--- config.mk ---
export PLATFORM = sky130hd
export DESIGN_NAME = pipeline_sequencer
export DESIGN_NICKNAME = d
export VERILOG_FILES = /design/src/rtl/cpu_pkg.sv /design/src/rtl/load_use_detect.sv /design/src/rtl/pipeline_sequencer.sv
export SDC_FILE = /design/constraint.sdc
export NUM_CORES = 1
export LEC_CHECK = 0
export ABC_AREA = 1
export CORE_UTILIZATION = 45
export DETAILED_ROUTE_END_ITERATION = 8
export DONT_BUFFER_PORTS = 1
export SLEW_MARGIN = 20
export SYNTH_ARGS = -nofsm -noshare
export SYNTH_HDL_FRONTEND = slang
export SYNTH_HIERARCHICAL = 1
export SYNTH_SLANG_ARGS = --single-unit
--- constraint.sdc ---
create_clock -name clk_i -period 3.7 [get_ports clk_i]
set_input_delay 0.555 -clock clk_i [delete_from_list [all_inputs] [get_ports clk_i]]
set_output_delay 0.555 -clock clk_i [all_outputs]
set_load 0.05 [all_outputs]
--- src/rtl/cpu_pkg.sv ---
// Shared definitions for the 5-stage CPU pipeline control: sequencer states,
// default timing constants and the hard-wired zero register.
package cpu_pkg;

  typedef enum logic [2:0] {
    ST_IDLE     = 3'd0,
    ST_RUN      = 3'd1,
    ST_MEM_WAIT = 3'd2,
    ST_DRAIN    = 3'd3,
    ST_HALTED   = 3'd4
  } seq_state_e;

  localparam int DRAIN_CYCLES_DEF = 3;
  localparam int MEM_TIMEOUT_DEF  = 64;

  localparam logic [4:0] REG_ZERO = 5'd0;

endpackage

--- src/rtl/load_use_detect.sv ---
// Combinational register compare between a load in EX and the instruction in ID.
module load_use_detect
  import cpu_pkg::*;
(
  input  logic       mem_read,
  input  logic [4:0] ex_rt,
  input  logic [4:0] id_rs,
  input  logic [4:0] id_rt,
  input  logic       id_uses_rt,
  output logic       hazard
);

  // A load into r0 never produces a real dependency.
  assign hazard = mem_read && (ex_rt != REG_ZERO) &&
                  ((ex_rt == id_rs) || (id_uses_rt && (ex_rt == id_rt)));

endmodule

--- src/rtl/pipeline_sequencer.sv ---
// Central pipeline controller: start, load-use stalls, branch flushes,
// memory freezes with timeout, and halt drain for the 5-stage CPU.
module pipeline_sequencer
  import cpu_pkg::*;
#(
  parameter int DRAIN_CYCLES = DRAIN_CYCLES_DEF,
  parameter int MEM_TIMEOUT  = MEM_TIMEOUT_DEF,
  parameter int CNT_W        = 16
) (
  input  logic             clk_i,
  input  logic             rst_i,
  input  logic             start_i,
  input  logic [4:0]       IFID_RSaddr_i,
  input  logic [4:0]       IFID_RTaddr_i,
  input  logic             IFID_uses_rt_i,
  input  logic             IDEX_MemRead_i,
  input  logic [4:0]       IDEX_RTaddr_i,
  input  logic             branch_taken_i,
  input  logic             halt_i,
  input  logic             dmem_req_i,
  input  logic             dmem_ready_i,
  output logic             PCWrite_o,
  output logic             IFIDWrite_o,
  output logic             IFID_flush_o,
  output logic             IDEX_bubble_o,
  output logic             pipe_en_o,
  output logic [CNT_W-1:0] stall_cnt_o,
  output logic [2:0]       state_o,
  output logic             done_o,
  output logic             err_o
);

  localparam int DRAIN_W = $clog2(DRAIN_CYCLES + 1);
  localparam int WAIT_W  = $clog2(MEM_TIMEOUT + 1);

  seq_state_e         state, ret_state;
  logic [DRAIN_W-1:0] drain_cnt;
  logic [WAIT_W-1:0]  wait_cnt;
  logic [CNT_W-1:0]   stall_cnt;
  logic               err;

  seq_state_e         next_state, next_ret;
  logic [DRAIN_W-1:0] next_drain;
  logic [WAIT_W-1:0]  next_wait;
  logic               stall_inc, set_err;
  logic               freeze, hazard, do_run, do_drain;

  load_use_detect u_load_use (
    .mem_read   (IDEX_MemRead_i),
    .ex_rt      (IDEX_RTaddr_i),
    .id_rs      (IFID_RSaddr_i),
    .id_rt      (IFID_RTaddr_i),
    .id_uses_rt (IFID_uses_rt_i),
    .hazard     (hazard)
  );

  assign freeze = dmem_req_i && !dmem_ready_i;

  // The ready cycle of a wait behaves like an unfrozen cycle of the return state.
  assign do_run   = ((state == ST_RUN) && !freeze) ||
                    ((state == ST_MEM_WAIT) && dmem_ready_i && (ret_state == ST_RUN));
  assign do_drain = ((state == ST_DRAIN) && !freeze) ||
                    ((state == ST_MEM_WAIT) && dmem_ready_i && (ret_state == ST_DRAIN));

  always_comb begin
    PCWrite_o     = 1'b0;
    IFIDWrite_o   = 1'b0;
    IFID_flush_o  = 1'b0;
    IDEX_bubble_o = 1'b0;
    pipe_en_o     = 1'b0;
    next_state    = state;
    next_ret      = ret_state;
    next_drain    = drain_cnt;
    next_wait     = wait_cnt;
    stall_inc     = 1'b0;
    set_err       = 1'b0;

    case (state)
      ST_IDLE: begin
        IDEX_bubble_o = 1'b1;
        if (start_i) next_state = ST_RUN;
      end
      ST_RUN, ST_DRAIN: begin
        IDEX_bubble_o = (state == ST_DRAIN);
        if (freeze) begin
          next_state = ST_MEM_WAIT;
          next_ret   = state;
          next_wait  = WAIT_W'(1);
          stall_inc  = 1'b1;
        end
      end
      ST_MEM_WAIT: begin
        if (dmem_ready_i) begin
          next_wait  = '0;
          next_state = ret_state;
        end else begin
          stall_inc = 1'b1;
          if (int'(wait_cnt) + 1 >= MEM_TIMEOUT) begin
            next_state = ST_HALTED;
            next_wait  = '0;
            set_err    = 1'b1;
          end else begin
            next_wait = wait_cnt + WAIT_W'(1);
          end
        end
      end
      ST_HALTED: IDEX_bubble_o = 1'b1;
      default: begin
        IDEX_bubble_o = 1'b1;
        next_state    = ST_IDLE;
      end
    endcase

    // Branch beats load-use beats halt; a wrong-path ID instruction is discarded.
    if (do_run) begin
      next_state = ST_RUN;
      pipe_en_o  = 1'b1;
      if (branch_taken_i) begin
        PCWrite_o     = 1'b1;
        IFIDWrite_o   = 1'b1;
        IFID_flush_o  = 1'b1;
        IDEX_bubble_o = 1'b1;
      end else if (hazard) begin
        IDEX_bubble_o = 1'b1;
        stall_inc     = 1'b1;
      end else begin
        PCWrite_o   = 1'b1;
        IFIDWrite_o = 1'b1;
        if (halt_i) begin
          next_state = ST_DRAIN;
          next_drain = '0;
        end
      end
    end

    if (do_drain) begin
      pipe_en_o     = 1'b1;
      IDEX_bubble_o = 1'b1;
      next_drain    = drain_cnt + DRAIN_W'(1);
      next_state    = (int'(drain_cnt) + 1 >= DRAIN_CYCLES) ? ST_HALTED : ST_DRAIN;
    end
  end

  always_ff @(posedge clk_i) begin
    if (rst_i) begin
      state     <= ST_IDLE;
      ret_state <= ST_IDLE;
      drain_cnt <= '0;
      wait_cnt  <= '0;
      stall_cnt <= '0;
      err       <= 1'b0;
    end else begin
      state     <= next_state;
      ret_state <= next_ret;
      drain_cnt <= next_drain;
      wait_cnt  <= next_wait;
      if (stall_inc && (stall_cnt != {CNT_W{1'b1}}))
        stall_cnt <= stall_cnt + CNT_W'(1);
      if (set_err)
        err <= 1'b1;
    end
  end

  assign stall_cnt_o = stall_cnt;
  assign state_o     = state;
  assign err_o       = err;
  assign done_o      = (state == ST_HALTED) && !err;

endmodule

# [Word level (Yosys, flattened, before mapping)]
# Cells that the tools add are included.
[totals] mem_count=0 ram_bits=0 input_bits=24 latch_bits=0 romBits=0 out_inout_bits=26 register_bits=32 word_cells=97
[classes] bitwise_logic=0 n_mux=41 reduce_logical=27 n_lt_le_gt_ge=2 n_addsub=5 eq_ne=16 shifts=0 n_div=0 mul=0
[op_table] cell="3-bit 2-to-1 mux" count=7
[op_table] cell="7-bit 2-to-1 mux" count=3
[op_table] cell="1-bit 2-to-1 mux" count=19
[op_table] cell="16-bit by 1-bit adder with 16-bit output (second input constant)" count=1
[op_table] cell="2-bit 2-to-1 mux" count=8
[op_table] cell="16-bit != test (second input constant)" count=1
[op_table] cell="7-bit one-hot mux with 2 select lines" count=1
[op_table] cell="3-bit one-hot mux with 4 select lines" count=1
[op_table] cell="1-bit logical AND" count=11
[op_table] cell="5-bit equality test" count=2
[op_table] cell="3-bit by 2-bit equality test with 1-bit output (second input constant)" count=3
[op_table] cell="7-bit by 1-bit adder with 8-bit output (second input constant)" count=1
[op_table] cell="8-bit by 7-bit >= comparator with 1-bit output (second input constant)" count=1
[op_table] cell="4-bit != test (second input constant)" count=2
[op_table] cell="4-bit AND reduction" count=2
[op_table] cell="7-bit by 1-bit adder with 7-bit output (second input constant)" count=1
[op_table] cell="3-bit by 1-bit equality test with 1-bit output (second input constant)" count=2
[op_table] cell="2-bit nonzero test" count=3
[op_table] cell="5-bit by 4-bit != test with 1-bit output (second input constant)" count=1
[op_table] cell="5-bit nonzero test" count=1
[op_table] cell="2-bit by 1-bit != test with 1-bit output (second input constant)" count=2
[op_table] cell="1-bit one-hot mux with 2 select lines" count=2
[op_table] cell="2-bit AND reduction" count=2
[op_table] cell="2-bit by 1-bit adder with 3-bit output (second input constant)" count=1
[op_table] cell="other kinds (9)" count=13

# [Logic depth before layout (Yosys ltp)]
[depth] word_depth=8 ltp_mapped=14 ltp_nobuf=14

# [Modules after synthesis]
# The synthesis kept the hierarchy.
[by_module_without_submodules] mod="pipeline_sequencer" area_each_um2=1940.6 cells_each=297 seq_area_each_um2=640.6 n_inst=1
[by_module_without_submodules] mod="load_use_detect" area_each_um2=206.4 cells_each=52 seq_area_each_um2=0.0 n_inst=1

# [Worst setup path after synthesis]
# OpenSTA, ideal clock, no wires.
[synth_path] kind="reg-to-output" from="register state[0], in the netlist state_o[0]" to="output PCWrite_o" n_path_buf=1 required_ns=3.145 setup_slack_ns=0.874 arrival_ns=2.271 path_stages_with_launch=8 path_cell_list="dfxtp_1 -> nand2_1 -> a21oi_1 -> nand2_1 -> nand2_1 -> inv_1 -> nor2_1 -> buf_4"
[synth_between] elab_chain_cells=5 elab_cells_between_ends=7 cone_classes="eq/ne (2); mux (1); reduce/logical (4)"
[synth_lines] element="from (decl)" line="pipeline_sequencer.sv:36" source="seq_state_e state, ret_state;"
[synth_lines] element="from (signal assigned)" line="pipeline_sequencer.sv:153" source="state <= next_state;"
[synth_lines] element="3-bit by 2-bit equality test with 1-bit output" line="pipeline_sequencer.sv:61" source="((state == ST_MEM_WAIT) && dmem_ready_i && (ret_state == ST_RUN));"
[synth_lines] element="1-bit logical AND (2 in series)" line="pipeline_sequencer.sv:61"
[synth_lines] element="1-bit logical OR (*)" line="pipeline_sequencer.sv:60" source="assign do_run = ((state == ST_RUN) && !freeze) ||"
[synth_lines] element="1-bit 2-to-1 mux (*)"
[synth_lines] element="to (decl)" line="pipeline_sequencer.sv:22" source="output logic PCWrite_o,"
# Mark *: on every way between the ends. The rest lies on a longest branch, timed or not.

# [Worst setup path after layout]
[layout_path] from="register state[0], in the netlist state_o[0]" to="output pipe_en_o"
[layout_between] elab_chain_cells=6 elab_cells_between_ends=12 cone_classes="eq/ne (3); mux (2); reduce/logical (7)"
[layout_lines] element="3-bit by 2-bit equality test with 1-bit output" line="pipeline_sequencer.sv:61, pipeline_sequencer.sv:63"
[layout_lines] element="1-bit logical AND" line="pipeline_sequencer.sv:61, pipeline_sequencer.sv:63"
[layout_lines] element="1-bit logical AND" line="pipeline_sequencer.sv:61"
[layout_lines] element="1-bit logical OR" line="pipeline_sequencer.sv:60"
[layout_lines] element="1-bit 2-to-1 mux" line="pipeline_sequencer.sv:115" source="if (do_run) begin"
[layout_lines] element="1-bit 2-to-1 mux (*)" line="pipeline_sequencer.sv:136" source="if (do_drain) begin"
[layout_lines] element="to (decl)" line="pipeline_sequencer.sv:26" source="output logic pipe_en_o,"
# Marks and branches as above.

==> results_tabular.tex <==
\begin{tabular}{lr}
\hline
Metric & Value \\
\hline
\multicolumn{2}{l}{\textbf{Yosys}} \\
\quad Count of different cell masters after synthesis & 28 \\
\quad Number of cells produced by synthesis & 349 \\
\quad Post-synth net total & 377 \\
\quad Share of synthesized registers carrying an async set or reset & 0 \\
\quad Syn\_area\_per\_cell & 6.15 µm² \\
\quad Sequential share of the synthesized area & 0.298 \\
\quad Area fraction of the dominant cell type after synthesis & 0.298 \\
\quad Cell type contributing the most total cell area after synthesis & sky130\_fd\_sc\_hd\_\_dfxtp\_1 \\
\quad Count of flip-flops with a built-in enable after synthesis & 0 \\
\quad Most frequently used flop master after synthesis & sky130\_fd\_sc\_hd\_\_dfxtp\_1 \\
\quad Cell area after synthesis & 2150 µm² \\
\quad Warnings from Yosys & 6 \\
\quad Number of synthesized register bits & 32 \\
\quad Biggest area contributors in the synthesized netlist & sky130\_fd\_sc\_hd\_\_dfxtp\_1 (30\%), sky130\_fd\_sc\_hd\_\_nand2\_1 (19\%), sky130\_fd\_sc\_hd\_\_nor2\_1 (9.1\%) \\
\multicolumn{2}{l}{\textbf{Status}} \\
\quad Run status & complete, but fails checks \\
\quad Violated checks & design-rule violations \\
\multicolumn{2}{l}{\textbf{Finish}} \\
\quad Diodes inserted & 0 \\
\quad Layout net count & 383 \\
\quad Synth-to-layout area growth & 6.70\% \\
\quad Leading cell type in the layout, fill and taps excluded & sky130\_fd\_sc\_hd\_\_nand2\_1 \\
\quad Most used cells in the layout excluding fill and tap cells & sky130\_fd\_sc\_hd\_\_nand2\_1 (106), sky130\_fd\_sc\_hd\_\_nor2\_1 (51), sky130\_fd\_sc\_hd\_\_inv\_1 (41) \\
\quad Layout cell share with drive strength beyond 1 & 0.101 \\
\multicolumn{2}{l}{\textbf{STA}} \\
\quad Final Max Slew Viols & 0 \\
\quad Peak clock frequency supported by timing & 352 MHz \\
\quad Fin crit period & 2.84 ns \\
\quad Number of hold violations in the final report & 0 \\
\quad Number of setup violations in the final report & 0 \\
\quad Slew at the pin with the worst max-slew slack & 0.719 ns \\
\quad Post-route fraction of the period consumed by the critical path & 0.768 \\
\quad Final setup TNS & 0 ns \\
\quad Post-route clock skew & 0.00367 ns \\
\quad Unrepaired setup endpoints after global routing & no \\
\quad Max-slew headroom at the worst pin & 0.520 \\
\multicolumn{2}{l}{\textbf{Clocking}} \\
\quad Number of buffers added for setup after CTS & 0 \\
\quad Clock Root Buffer & sky130\_fd\_sc\_hd\_\_clkbuf\_8 \\
\quad Count of instances resized after the clock tree is built & 0 \\
\quad Clock sinks & 32 \\
\quad Clock-pin slew reported for the worst setup and hold paths after clock tree synthesis & 0.07 ns \\
\quad Clock H-tree levels & 2 \\
\quad Total CTS buffers & 5 \\
\quad TritonCTS clock tree & built \\
\quad Buffers from clock root to sink, at most & 2 \\
\quad Clk\_lat worst skew & 0.28 ns \\
\quad Number of hold-repair buffers added at the cts stage & 0 \\
\multicolumn{2}{l}{\textbf{Global route}} \\
\quad Congestion Overflow GR & 0 \\
\quad Pin count of the biggest net entering global routing & 25 \\
\quad Antenna violations before repair & 0 \\
\quad Overall fraction of global-route tracks in use & 0.215 \\
\quad Number of global-route vias before repair & 2072 \\
\quad First-pass GRT wire length & 8.80 mm \\
\multicolumn{2}{l}{\textbf{Floorplan}} \\
\quad DIE WIDTH & just over 70 µm \\
\quad Core outline area & between 4000 and 5000 µm² \\
\quad Initial core utilization & 0.480 \\
\quad Top-level port count & 50 \\
\quad Floorplan die height & 71.1 µm \\
\quad Floorplan die area & 5050 µm² \\
\quad Row Count & 24 \\
\multicolumn{2}{l}{\textbf{Power}} \\
\quad Power density of the placed cells & approximately 460 nW/µm² \\
\quad Leakage power & about 0.97 nW \\
\quad Worst-case vdd ir drop & 0.000434 V \\
\quad Overall power & roughly 1.1 mW \\
\multicolumn{2}{l}{\textbf{Flow run}} \\
\quad Max-capacitance violation count & 0 \\
\multicolumn{2}{l}{\textbf{Route}} \\
\quad Count of routing violations after the opening detailed-route iteration & between 80 and 90 \\
\quad Wirelength per Cell & about 12 µm \\
\quad Post-detailed-route via-to-cell ratio & 5.12 \\
\quad Vias post-DR & 2083 \\
\quad Aggregate routed wire length & 4.84 mm \\
\quad Total DRC errors in the routed layout & 4 \\
\quad Number of iterations in the first detailed-routing pass & 7 \\
\quad Remaining antenna violation count after routing & 0 \\
\multicolumn{2}{l}{\textbf{Critical path}} \\
\quad Max Fanout on Critical Path & 6 \\
\quad CP endpoint kind & output port \\
\quad CP Data Required Time & 3.14 ns \\
\quad Category of the critical setup timing path & reg -> out \\
\quad Max incr delay on CP & around 0.67 ns \\
\quad Critical path launch point type & flip-flop \\
\quad Critical-path top delay cell & sky130\_fd\_sc\_hd\_\_dfxtp\_1 \\
\quad Data arrival time at the worst-slack endpoint & 2.29 ns \\
\quad Ordered cell list for the critical path & nand2\_1 > a21oi\_1 > inv\_1 > o21ai\_1 > inv\_1 > nand2\_1 \\
\multicolumn{2}{l}{\textbf{Placement}} \\
\quad Final RePlAce weighted congestion & 0.878 \\
\quad Port-buffer cells & 0 \\
\quad DPL Wire Length & 3.54 mm \\
\multicolumn{2}{l}{\textbf{Hold path}} \\
\quad Hold Crit Class & in -> reg \\
\hline
\end{tabular}
==> path summary, 6_finish.rpt <==
check                                   start                            to  slack, ns  cells past startpoint
hold reg to reg      wait_cnt[6]$_SDFFE_PP0P_      wait_cnt[6]$_SDFFE_PP0P_       0.46                      2
hold / removal                          rst_i   stall_cnt_o[6]$_SDFFE_PP0P_       0.33                      1
setup / recovery      state_o[0]$_SDFFE_PP0P_                     pipe_en_o       0.86                      6
setup reg to reg  stall_cnt_o[1]$_SDFFE_PP0P_  stall_cnt_o[10]$_SDFFE_PP0P_       1.35                      9
==> synth_stat cells (2+ instances only) <==
cell type	count
sky130_fd_sc_hd__nor2_1	52
sky130_fd_sc_hd__inv_1	41
sky130_fd_sc_hd__clkbuf_1	2
sky130_fd_sc_hd__xor2_1	7
sky130_fd_sc_hd__inv_2	5
sky130_fd_sc_hd__dfxtp_1	32
sky130_fd_sc_hd__o21ai_0	6
sky130_fd_sc_hd__nand2_1	106
sky130_fd_sc_hd__a21oi_2	10
sky130_fd_sc_hd__nor3_1	6
sky130_fd_sc_hd__buf_4	2
sky130_fd_sc_hd__ha_1	4
sky130_fd_sc_hd__nand2_2	2
sky130_fd_sc_hd__nand2_4	3
sky130_fd_sc_hd__nand4_1	4
sky130_fd_sc_hd__xnor2_1	4
sky130_fd_sc_hd__nand3_1	32
sky130_fd_sc_hd__a21oi_1	21
==> logic make-up (layout without fill, tap and decap cells) <==
family / count (synthesis) / in the layout / synth area share
XOR/XNOR: 11 / 11 / 0.0449
AND/OR/NAND/NOR: 210 / 210 / 0.422
adder cells (fa/ha/maj): 4 / 4 / 0.0233
flip-flops: 32 / 32 / 0.298
buffers and inverters: 52 / 58 / 0.0985
AO/OA/AOI/OAI: 40 / 40 / 0.113
==> flip-flops by register name (all words and copies together), names as in the netlist <==
signal       cells
drain_cnt        2
err_o            1
ret_state        3
stall_cnt_o     16
state_o          3
wait_cnt         7
==> power breakdown <==
group	leakage [nW]	internal, mW	switching, mW
registers	0.259	0.368	0.0652
clock network	0.0410	0.128	0.127
logic	0.665	0.100	0.270
total	0.965	0.596	0.463
==> worst max-delay path, delay by kind of cell (launching register included) <==
kind,cells,cell delay [ns]
buffers and inverters,2,0.22
AO/OA/AOI/OAI,2,0.52
AND/OR/NAND/NOR,2,0.59
flip-flops,1,0.67
==> final cells by class <==
cell class,count,area [µm²]
multi-input cells,265,1300
clock buffers,6,72.6
flip-flops and latches,32,641
fillers,486,2180
inverters,46,173
repair buffers,5,37.5
clock inverters,1,5.00
well taps,52,65.1
==> per-stage QoR <==
stage	utilization	std cells	cell area (µm²)	hold slack, ns	setup slack (ns)
2_1_floorplan	-	349	2150	0.437	0.874
3_3_place_gp	0.495	400	2210	0.451	1.23
3_5_place_dp	0.495	400	2210	0.451	1.17
4_1_cts	0.512	407	2290	0.322	0.861
5_1_grt	0.512	407	2290	0.321	0.671
6_report	0.512	407	2290	0.335	0.857
==> layer usage <==
metal	share of wire	vias to the layer above	GRT usage	wire length, µm
met3	0.054	7	0.0541	263
met5	0	-	0	0
li1	-	1112	-	-
met2	0.46	39	0.375	2210
met4	0.0099	0	0.0711	48
met1	0.48	925	0.259	2320
(Power assumes the default switching activity.)
